## config.mk

```make
export PLATFORM = sky130hd
export DESIGN_NAME = tls_multi_phase
export DESIGN_NICKNAME = d
export VERILOG_FILES = /design/src/rtl/tls_pkg.sv /design/src/rtl/tls_phase_sel.sv /design/src/rtl/tls_multi_phase.sv
export SDC_FILE = /design/constraint.sdc
export NUM_CORES = 1
export LEC_CHECK = 0
export ABC_AREA = 0
export BUFFER_PORTS_ARGS = -buffer_cell sky130_fd_sc_hd__buf_2
export CAP_MARGIN = 40
export CORE_ASPECT_RATIO = 1.5
export CORE_MARGIN = 3
export CORE_UTILIZATION = 45
export CTS_BUF_LIST = sky130_fd_sc_hd__clkbuf_2 sky130_fd_sc_hd__clkbuf_4 sky130_fd_sc_hd__clkbuf_8
export DETAILED_ROUTE_END_ITERATION = 8
export PLACE_DENSITY_LB_ADDON = 0.1
export SYNTH_ARGS = -nofsm -noshare
export SYNTH_HDL_FRONTEND = slang
export SYNTH_HIERARCHICAL = 1
export SYNTH_SLANG_ARGS = --single-unit
```

## constraint.sdc

```tcl
create_clock -name clk -period 3.1 [get_ports clk]
set_clock_uncertainty 0.15 [all_clocks]
set_input_delay 0.155 -clock clk [delete_from_list [all_inputs] [get_ports clk]]
set_output_delay 0.155 -clock clk [all_outputs]
set_load 0.01 [all_outputs]
```

## src/rtl/tls_pkg.sv

```systemverilog
// Shared types for the multi-phase traffic-light controller:
// lamp state encoding and the duration-extract helper.
package tls_pkg;

  localparam int unsigned ST_W  = 2;
  localparam int unsigned BUS_W = 256;

  typedef enum logic [ST_W-1:0] {
    ST_GREEN  = 2'd0,
    ST_YELLOW = 2'd1,
    ST_ALLRED = 2'd2
  } tls_state_e;

  // Pull field idx of width cw out of a packed bus.
  // A zero duration is treated as one cycle.
  function automatic logic [31:0] dur_pick(
    input logic [BUS_W-1:0] bus,
    input int unsigned      idx,
    input int unsigned      cw
  );
    logic [31:0] v;
    logic [31:0] m;
    v = 32'(bus >> (idx * cw));
    m = (cw >= 32) ? '1 : ((32'd1 << cw) - 32'd1);
    v = v & m;
    return (v == '0) ? 32'd1 : v;
  endfunction

endpackage

```

## src/rtl/tls_phase_sel.sv

```systemverilog
// Next-phase selector: cyclic search for demand after phase.
// Ports: phase, req, mode in; nxt out (next phase index).
module tls_phase_sel #(
  parameter int NPH = 2,
  parameter int PW  = $clog2(NPH)
) (
  input  logic [PW-1:0]  phase,
  input  logic [NPH-1:0] req,
  input  logic           mode,
  output logic [PW-1:0]  nxt
);

  logic          found;
  int            j;
  logic [PW-1:0] sel;

  // Current phase is visited last (i == NPH) so a lone
  // request on it re-greens the same phase.
  always_comb begin
    found = 1'b0;
    j     = 0;
    sel   = '0;
    nxt   = PW'((int'(phase) + 1) % NPH);
    if (mode) begin
      for (int i = 1; i <= NPH; i++) begin
        j   = (int'(phase) + i) % NPH;
        sel = PW'(j);
        if (!found && req[sel]) begin
          nxt   = sel;
          found = 1'b1;
        end
      end
    end
  end

endmodule

```

## src/rtl/tls_multi_phase.sv

```systemverilog
// NPH-phase traffic-light Moore FSM with all-red clearance.
// Ports: clk, reset, Set/Stop/Jump/Mode, Req, Gin/Yin/Ain in;
// Gout/Yout/Rout lamps and Phase index out.
module tls_multi_phase
  import tls_pkg::*;
#(
  parameter int NPH = 2,
  parameter int CW  = 4,
  parameter int PW  = $clog2(NPH)
) (
  input  logic              clk,
  input  logic              reset,
  input  logic              Set,
  input  logic              Stop,
  input  logic              Jump,
  input  logic              Mode,
  input  logic [NPH-1:0]    Req,
  input  logic [NPH*CW-1:0] Gin,
  input  logic [NPH*CW-1:0] Yin,
  input  logic [CW-1:0]     Ain,
  output logic [NPH-1:0]    Gout,
  output logic [NPH-1:0]    Yout,
  output logic [NPH-1:0]    Rout,
  output logic [PW-1:0]     Phase
);

  tls_state_e        state_q, state_d;
  logic [PW-1:0]     phase_q, phase_d;
  logic [PW-1:0]     phase_nxt;
  logic [CW-1:0]     cnt_q, cnt_d;
  logic [NPH*CW-1:0] g_q, y_q;
  logic [CW-1:0]     a_q;
  logic [31:0]       cur_dur;
  logic              done;

  always_ff @(posedge clk) begin
    if (reset) begin
      for (int k = 0; k < NPH; k++) begin
        g_q[k*CW +: CW] <= CW'(1);
        y_q[k*CW +: CW] <= CW'(1);
      end
      a_q <= CW'(1);
    end else if (Set) begin
      g_q <= Gin;
      y_q <= Yin;
      a_q <= Ain;
    end
  end

  tls_phase_sel #(
    .NPH (NPH),
    .PW  (PW)
  ) u_sel (
    .phase (phase_q),
    .req   (Req),
    .mode  (Mode),
    .nxt   (phase_nxt)
  );

  always_comb begin
    cur_dur = 32'd1;
    unique case (state_q)
      ST_GREEN:
        cur_dur = dur_pick(BUS_W'(g_q),
                           32'(phase_q), CW);
      ST_YELLOW:
        cur_dur = dur_pick(BUS_W'(y_q),
                           32'(phase_q), CW);
      ST_ALLRED:
        cur_dur = dur_pick(BUS_W'(a_q), 0, CW);
      default:
        cur_dur = 32'd1;
    endcase
  end

  assign done = (32'(cnt_q) == cur_dur);

  always_ff @(posedge clk) begin
    if (reset) begin
      state_q <= ST_GREEN;
      phase_q <= '0;
      cnt_q   <= CW'(1);
    end else begin
      state_q <= state_d;
      phase_q <= phase_d;
      cnt_q   <= cnt_d;
    end
  end

  always_comb begin
    state_d = state_q;
    phase_d = phase_q;
    cnt_d   = cnt_q;
    if (Set) begin
      state_d = ST_GREEN;
      phase_d = '0;
      cnt_d   = CW'(1);
    end else if (Stop) begin
      state_d = state_q;
    end else if (Jump && state_q == ST_GREEN) begin
      state_d = ST_YELLOW;
      cnt_d   = CW'(1);
    end else if (done) begin
      cnt_d = CW'(1);
      unique case (state_q)
        ST_GREEN:  state_d = ST_YELLOW;
        ST_YELLOW: state_d = ST_ALLRED;
        ST_ALLRED: begin
          state_d = ST_GREEN;
          phase_d = phase_nxt;
        end
        default:   state_d = ST_GREEN;
      endcase
    end else begin
      cnt_d = cnt_q + CW'(1);
    end
  end

  always_comb begin
    Gout = '0;
    Yout = '0;
    Rout = '1;
    unique case (1'b1)
      (state_q == ST_GREEN): begin
        Gout[phase_q] = 1'b1;
        Rout[phase_q] = 1'b0;
      end
      (state_q == ST_YELLOW): begin
        Yout[phase_q] = 1'b1;
        Rout[phase_q] = 1'b0;
      end
      default: Rout = '1;
    endcase
  end

  assign Phase = phase_q;

endmodule

```

Word level (Yosys, flattened, before mapping):

Index checks and enable logic that the tools add are counted.

* logic and storage cells: 56
* input bits: 28
* bits in registers: 27

* equality and inequality tests: 3
* muxes and demuxes: 22
* bitwise operators: 3
* $add $sub $neg: 3
* shift operators: 2
* reduce and logical (&&, ||, !) cells: 13
* $lt $le $gt $ge: 4

Operator list (count)
* zero test 32 bit: 3
* == test 4 x 32 -> 1 bit: 1
* 2-to-1 mux 4 bit: 5
* >> shifter 8 x 3 -> 4 bit: 2
* case mux 4 bit (3 select lines): 1
* 2-to-1 mux 2 bit: 5
* 2-to-1 mux 1 bit: 9
* < comparator 1 x 2 -> 1 bit, second input constant: 3
* adder 4 x 1 -> 4 bit, second input constant: 1
* case mux 2 bit (2 select lines): 1
* AND reduction 4 bit: 1
* OR reduction 2 bit: 2
* logical AND 1 bit: 3
* adder 1 bit, second input constant: 2
* == test 2 x 1 -> 1 bit, second input constant: 1
* == test 2 bit, second input constant: 1
* zero test 2 bit: 1
* NOT 1 bit: 2
* NOT 2 bit: 1
* AND reduction 2 bit: 1
* nonzero test 2 bit: 1
* demux 1 bit (select 1 bit): 1
* greater-or-equal comparator 1 bit, second input constant: 1
* zero test 1 bit: 1

Logic depth before layout (Yosys ltp):

Gate-level depths: netlist of run 1.

* depth in word-level cells: 9
* gate-level depth with buffers: 7
* mapped depth without buffers: 6

Hierarchy:

The synthesis of run 1 kept the hierarchy.

Modules (own cells, without submodules)
* tls_multi_phase: instances 1, area each 1448.9 um^2, cells each 157
* tls_phase_sel: instances 1, area each 26.3 um^2, cells each 4

Worst setup path before layout of run 1:

OpenSTA, ideal clock, no wires.

* path type: register -> register
* start: register phase_q (netlist: Phase)
* end: register state_q[0]
* clock period less this slack: 2.179 ns
* path slack: 0.921 ns
* arrival time: 1.908 ns
* library setup time: 0.122 ns
* cell stages (with the launch flop): 8
* path buffers: 1
* required time: 2.828 ns
* path through: dfxtp_1 buf_6 mux2i_1 a2111o_1 o211ai_2 o211ai_4 or2_4 o311a_1

* cells in the longest elaborated chain, start to end: 7

Ends and longest elaborated chain
* start, declared: line tls_multi_phase.sv:28 `logic [PW-1:0] phase_q, phase_d;`
* start signal, assigned: line tls_multi_phase.sv:85 `phase_q <= phase_d;`
* >> shifter 8 x 3 -> 4 bit: line tls_pkg.sv:23 `v = 32'(bus >> (idx * cw));`
* zero test 32 bit: line tls_pkg.sv:26 `return (v == '0) ? 32'd1 : v;`
* 2-to-1 mux 4 bit: line tls_pkg.sv:26
* case mux 4 bit (3 select lines) (*): line tls_multi_phase.sv:62 `unique case (state_q)`
* == test 4 x 32 -> 1 bit (*): line tls_multi_phase.sv:76 `assign done = (32'(cnt_q) == cur_dur);`
* nonzero test 2 bit (no line) (*)
* AND reduction 2 bit (no line) (*)
* end signal, assigned: line tls_multi_phase.sv:84 `state_q <= state_d;`
* end, declared: line tls_multi_phase.sv:27 `tls_state_e state_q, state_d;`

Mark *: on every way between the ends. The rest lies on a longest branch, timed or not.
A chain may end at the register's enable or synchronous reset.

Final worst setup path of run 1:

Ends and elaborated chain as after synthesis.

==> results of run 1 <==
-- worst max path at each step --
stage,slack [ns],startpoint,to
3_3_place_gp,0.67,Phase$_SDFFE_PP0P_,state_q[0]$_SDFFE_PP0P_
6_report,0.58,Phase$_SDFFE_PP0P_,state_q[0]$_SDFFE_PP0P_
5_1_grt,0.43,Phase$_SDFFE_PP0P_,state_q[0]$_SDFFE_PP0P_
4_1_cts,0.55,Phase$_SDFFE_PP0P_,state_q[0]$_SDFFE_PP0P_
2_1_floorplan,0.92,Phase$_SDFFE_PP0P_,state_q[0]$_SDFFE_PP0P_
3_5_place_dp,0.57,Phase$_SDFFE_PP0P_,state_q[0]$_SDFFE_PP0P_
-- final cells by class --
class | instances | share of cell area, %
sequential | 27 | 28.6
inverter | 7 | 1.39
multi-input combinational | 118 | 45.8
clock buffer | 4 | 2.58
timing repair buffer | 53 | 19.0
tap | 39 | 2.58
-- worst min-delay path: cells and delay by family --
kind / cells / cell delay, ns
buffers and inverters: 1 / 0.08
muxes: 1 / 0.05
and+or+nand+nor: 1 / 0.09
-- per-layer routing --
layer | global-route usage (%) | routed length (um) | up-vias
li1 | - | - | 688
met1 | 21.3 | 1390 | 626
met2 | 33.5 | 1740 | 29
met3 | 2.74 | 111 | 9
met4 | 7.93 | 84 | 0
met5 | 0 | 0 | -
-- placed cells by master, fill, tap and decap left out, types with 3 or more instances in the layout --
master,Yosys,final
a211o_1,5,5
a211oi_1,3,3
a21o_1,3,3
buf_2,0,34
clkbuf_8,0,3
dfxtp_1,27,27
dlygate4sd3_1,0,19
inv_1,6,6
mux2_2,3,3
mux2i_1,20,20
nand2_1,4,4
nand3_1,5,5
nor2_1,23,23
nor2b_1,10,10
nor3_1,7,7
nor4_1,3,3
-- per-stage QoR --
stage	setup slack [ns]	total power [mW]	utilization [%]	instances
after CTS	0.554	0.733	62.4	248
after floorplan	0.921	0.471	-	161
after global routing	0.429	0.765	62.4	248
final	0.577	0.726	62.4	248
after global placement	0.667	0.504	54.5	225
after detailed placement	0.570	0.509	54.5	225
-- registers in the layout (all words and copies together), names as in the netlist --
register  count
a_q           4
cnt_q         4
state_q       2
Phase         1
y_q           8
g_q           8
-- power groups by stage --
stage,Sequential (mW),Combinational [mW],Clock [mW]
after floorplan,0.383,0.0883,0
after global placement,0.390,0.114,0
after detailed placement,0.391,0.117,0
after CTS,0.383,0.136,0.214
after global routing,0.386,0.151,0.227
final,0.383,0.135,0.208
-- logic make-up after synthesis --
logic type                 count (synthesis)  share of synthesized area (%)
buffers and inverters                     16                           4.58
adders and majority gates                  1                          0.848
muxes                                     23                           15.9
xor gates and xnor gates                   1                          0.594
AOI/OAI and AO/OA                         32                           19.9
and+or+nand+nor                           61                           21.5
DFF                                       27                           36.6
==> results.toml, run 1 <==
[place]
dpl_cell_area_sq_um = 1650
hpwl_um = 2470
gp_congestion = 0.767
port_buffers = 34

[sta]
hold_viol = 0
worst_slew_pin_slew_ns = 0.641
fin_tns_setup_ns = 0
min_period_ns = 2.52
setup_viol = 0
slew_headroom_pct = 57.2
holdWs_ns = 0.0000908
min_period_over_period_pct = 81.4
slew_violations = 0
rsz0062_at_grt = "no"
fmax_ghz = 0.396

[min_path]
min_from = "Yin[6]"
holdPathStages = 3
hold_end = "y_q[6]$_SDFFE_PP0P_"
min_path_type = "input port to register"

[drt]
dr.pass1.iters = 4
vias_per_cell = 5.45
wirelength_um = 3330
routedWlPerCell_um = 13.4
dr.first_iter.drc_count = 9
drc = 0
drtAntennaViolNets = 0
vias = 1352

[global_route]
grt.total_usage_pct = 18.9
grt_pass1_wl_um = 5970
grt_pass1_vias = 1393
grt_overflow = 0
grt_start_max_net_pins = 27
antenna_found_initial = 0

[clock_tree]
path_clk_slew_ns = 0.09
ctsRootBufferMaster = "clkbuf_8"
post-cts-setup-buffers = 0
cts_sinks = 27
htreeDepth = 1
clk_latency_ns = 0.27
hold_buffers = 19
cts_buffers = 3
cts_tree = "done"
clockBufferDepth = 2
cts_resized = 0

[synth]
yosysSeqAreaShare_pct = 36.6
synth_largest_area_cell = "dfxtp_1"
yosys_warnings = 6
syn_inst = 161
ys_top_cells_by_area = "dfxtp_1 (37%), mux2i_1 (14%), nor2_1 (5.9%)"
synth_area_sq_um = 1480
ys_ff_latch = 27
ys_top_cells_by_count = "dfxtp_1 (27), nor2_1 (23), mux2i_1 (20)"
synth_most_common_cell = "dfxtp_1"
avgSynthCellArea_sq_um = 9.16
yosysTopAreaCellShare_pct = 36.6
ys_types = 44
ys.flop_type = "dfxtp_1"
synthArstFlopShare_pct = 0
synth_edf_count = 0
syn_nets = 190

[setup_path]
cp.required_ns = 3.12
critPathLaunchType = "register"
crit_path_max_fanout = 17
crit_cells = 6
cp-end-kind = "register"
max_stage_delay_ns = 0.74
reg2reg_to = "state_q[0]$_SDFFE_PP0P_"
rrSetupSlack_ns = 0.58
cp.arrival_ns = 2.54
path_buf_inv = 0
critPathKind = "register to register"
reg2reg_depth = 6
crit_family = "flip-flops"
crit_slowest_cell = "dfxtp_1"
rr_startpoint = "Phase$_SDFFE_PP0P_"
path_cells = "mux2_2 > nor4_1 > a211oi_2 > xnor2_1 > or2_4 > o311a_1"

[floorplanning]
die_x_um = 52.8
die_h_um = 76.1
core.rowCount = 24
initial_core_util_pct = 48.6
placeableCoreArea_sq_um = 3030
boundaryPins = 35
die_area_sq_um = 4020

[power_and_ir_drop]
clockPowerShare_pct = 28.7
p_sw_share_pct = 25.8
total_leakage_power_nw = 0.823
p_sw_mw = 0.187
combinationalPowerShare_pct = 18.6
power_frac_seq_pct = 52.8
power_density_nw_per_um2 = 384
internal_power_mw = 0.539
ir_drop_mv = 0.284

[layout]
syn2layout_area_growth_pct = 28.2
drive_gt1_share_pct = 23.9
stdcell_area_sq_um = 1890
seqCellArea_sq_um = 541
multi_input_area_sq_um = 867
diodes = 0
nFillCells = 293
nets = 239

[job]
drv_cap = 0

[outcome]
status = "finished, final reports clean"
No activity file was read; power rests on OpenSTA's default activity.
==> inputs of run 2 (changes only) <==
clock period = 2.45 ns   (was 3.1 ns; I/O delays follow)
==> results.toml, run 2 (synthesis gave the netlist of run 1 again) <==
[power_and_ir_drop]
p_total_mw = 0.921
internal_power_mw = 0.685
power_density_nw_per_um2 = 480
p_sw_mw = 0.236
total_leakage_power_nw = 0.838
combinationalPowerShare_pct = 19.3
p_sw_share_pct = 25.7
power_frac_seq_pct = 52.4
clockPowerShare_pct = 28.2
ir_drop_mv = 0.399

[setup_path]
cp.arrival_ns = 2.28
endpoint = "state_q[1]$_SDFFE_PP0P_"
cp-end-kind = "register"
cp.required_ns = 2.50
crit_path_max_fanout = 12
max_stage_delay_ns = 0.50
critPathLaunchType = "register"
rr_startpoint = "Phase$_SDFFE_PP0P_"
crit_family = "simple AND/OR/NAND/NOR gates"
crit_cells = 6
path_cells = "mux2_2 > nor4_1 > a211oi_2 > xnor2_1 > or4_1 > a21boi_1"
reg2reg_depth = 6
reg2reg_to = "state_q[1]$_SDFFE_PP0P_"
startpoint = "Phase$_SDFFE_PP0P_"
crit_slowest_cell = "dfxtp_2"
critPathKind = "register to register"
path_buf_inv = 0
rrSetupSlack_ns = 0.23

[sta]
setup_ws_ns = 0.226
rsz0062_at_grt = "no"
fin_tns_setup_ns = 0
slew_headroom_pct = 61.1
hold_viol = 0
worst_slew_pin_slew_ns = 0.584
fmax_ghz = 0.450
setup_viol = 0
min_period_ns = 2.22
slew_violations = 0
min_period_over_period_pct = 90.8

[clock_tree]
clk_latency_ns = 0.27
path_clk_slew_ns = 0.09
htreeDepth = 1
clockBufferDepth = 2
post-cts-setup-buffers = 0
cts_sinks = 27
cts_buffers = 3
ctsRootBufferMaster = "clkbuf_8"
cts_tree = "done"

[floorplanning]
boundaryPins = 35
die_x_um = 52.8
die_h_um = 76.1
core.rowCount = 24
placeableCoreArea_sq_um = 3030
initial_core_util_pct = 48.6
die_area_sq_um = 4020

[min_path]
holdPathStages = 5
min_path_type = "input port to register"

[drt]
wirelength_um = 3500
dr.first_iter.drc_count = 46
routedWlPerCell_um = 13.9
drtAntennaViolNets = 0
dr.pass1.iters = 4
drc = 0
vias = 1388
vias_per_cell = 5.53

[place]
place_inst = 227
place_ws_ns = 0.0796
hpwl_um = 2550
gp_congestion = 0.837
port_buffers = 34

[layout]
diodes = 0
syn2layout_area_growth_pct = 30.0
nets = 242
final_common_cell = "buf_2"
final_util_pct = 63.2
stdcell_count = 251
final_cell_mix = "buf_2 (34), dfxtp_1 (26), nor2_1 (23), mux2i_1 (20), dlygate4sd3_1 (20)"
drive_gt1_share_pct = 25.0
top_regs = "g_q: 8 flops, y_q: 8 flops"

[global_route]
grt_start_max_net_pins = 27
grt_pass1_wl_um = 6000
grt.total_usage_pct = 19.0
grt_pass1_vias = 1378
grt_overflow = 0
antenna_found_initial = 0

[job]
drv_cap = 0

[outcome]
status = "finished, final reports clean"
==> run 2: cell types whose count changed in the layout (fill, tap and decap cells not counted), sizes merged <==
cell         before  now
dlygate4sd3      19   20
buf              34   36
==> run 2: worst min-delay path by stage <==
stage               startpoint                  end  slack [ns]
floorplan               Gin[4]  g_q[4]$_SDFFE_PP1P_        0.09
global placement        Gin[0]  g_q[0]$_SDFFE_PP1P_        0.18
detailed placement      Yin[0]  y_q[0]$_SDFFE_PP1P_        0.19
CTS                     Req[0]   Phase$_SDFFE_PP0P_        0.06
global route            Req[0]   Phase$_SDFFE_PP0P_        0.09
finish                  Req[0]   Phase$_SDFFE_PP0P_        0.05
==> run 2: cell type report <==
class                   count  area, sq um
clock buffers               4         48.8
fillers                   278         1110
inverters                   7         26.3
multi-input cells         118          867
flip-flops and latches     27          542
well taps                  39         48.8
repair buffers             56          385
==> run 2: layer usage <==
| layer | global-route usage [%] | routed length, um | up-vias |
|---|---|---|---|
| li1 | - | - | 694 |
| met1 | 22.6 | 1410 | 652 |
| met2 | 33.5 | 1920 | 34 |
| met3 | 2.15 | 103 | 8 |
| met4 | 7.16 | 68 | 0 |
| met5 | 0 | 0 | - |
==> run 2: what timing repair did <==
| action | CTS | global route |
|---|---|---|
| endpoints found under the setup margin | 0 | 2 |
| gates resized for setup | 0 | 1 |
| endpoints found under the hold margin | 20 | 0 |
| hold buffers | 20 | 0 |
==> run 2: worst min-delay path, delay by kind of cell <==
family,cells,cell delay [ns]
buf+inv,1,0.08
mux,1,0.05
simple gates,1,0.05
compound gates,2,0.13
==> run 2: power groups by stage <==
stage / Clock (mW) / Combinational, mW / Sequential, mW
after floorplan: 0 / 0.112 / 0.485
after global placement: 0 / 0.147 / 0.492
after CTS: 0.271 / 0.177 / 0.483
after global routing: 0.281 / 0.198 / 0.486
final: 0.260 / 0.178 / 0.483
after detailed placement: 0 / 0.152 / 0.493
==> run 2: through the flow <==
stage / hold WS (ns) / instance area, sq um
after floorplan: 0.0949 / 1480
after global placement: 0.181 / 1670
after detailed placement: 0.188 / 1670
after CTS: 0.0566 / 1920
after global routing: 0.0906 / 1920
final: 0.0500 / 1920
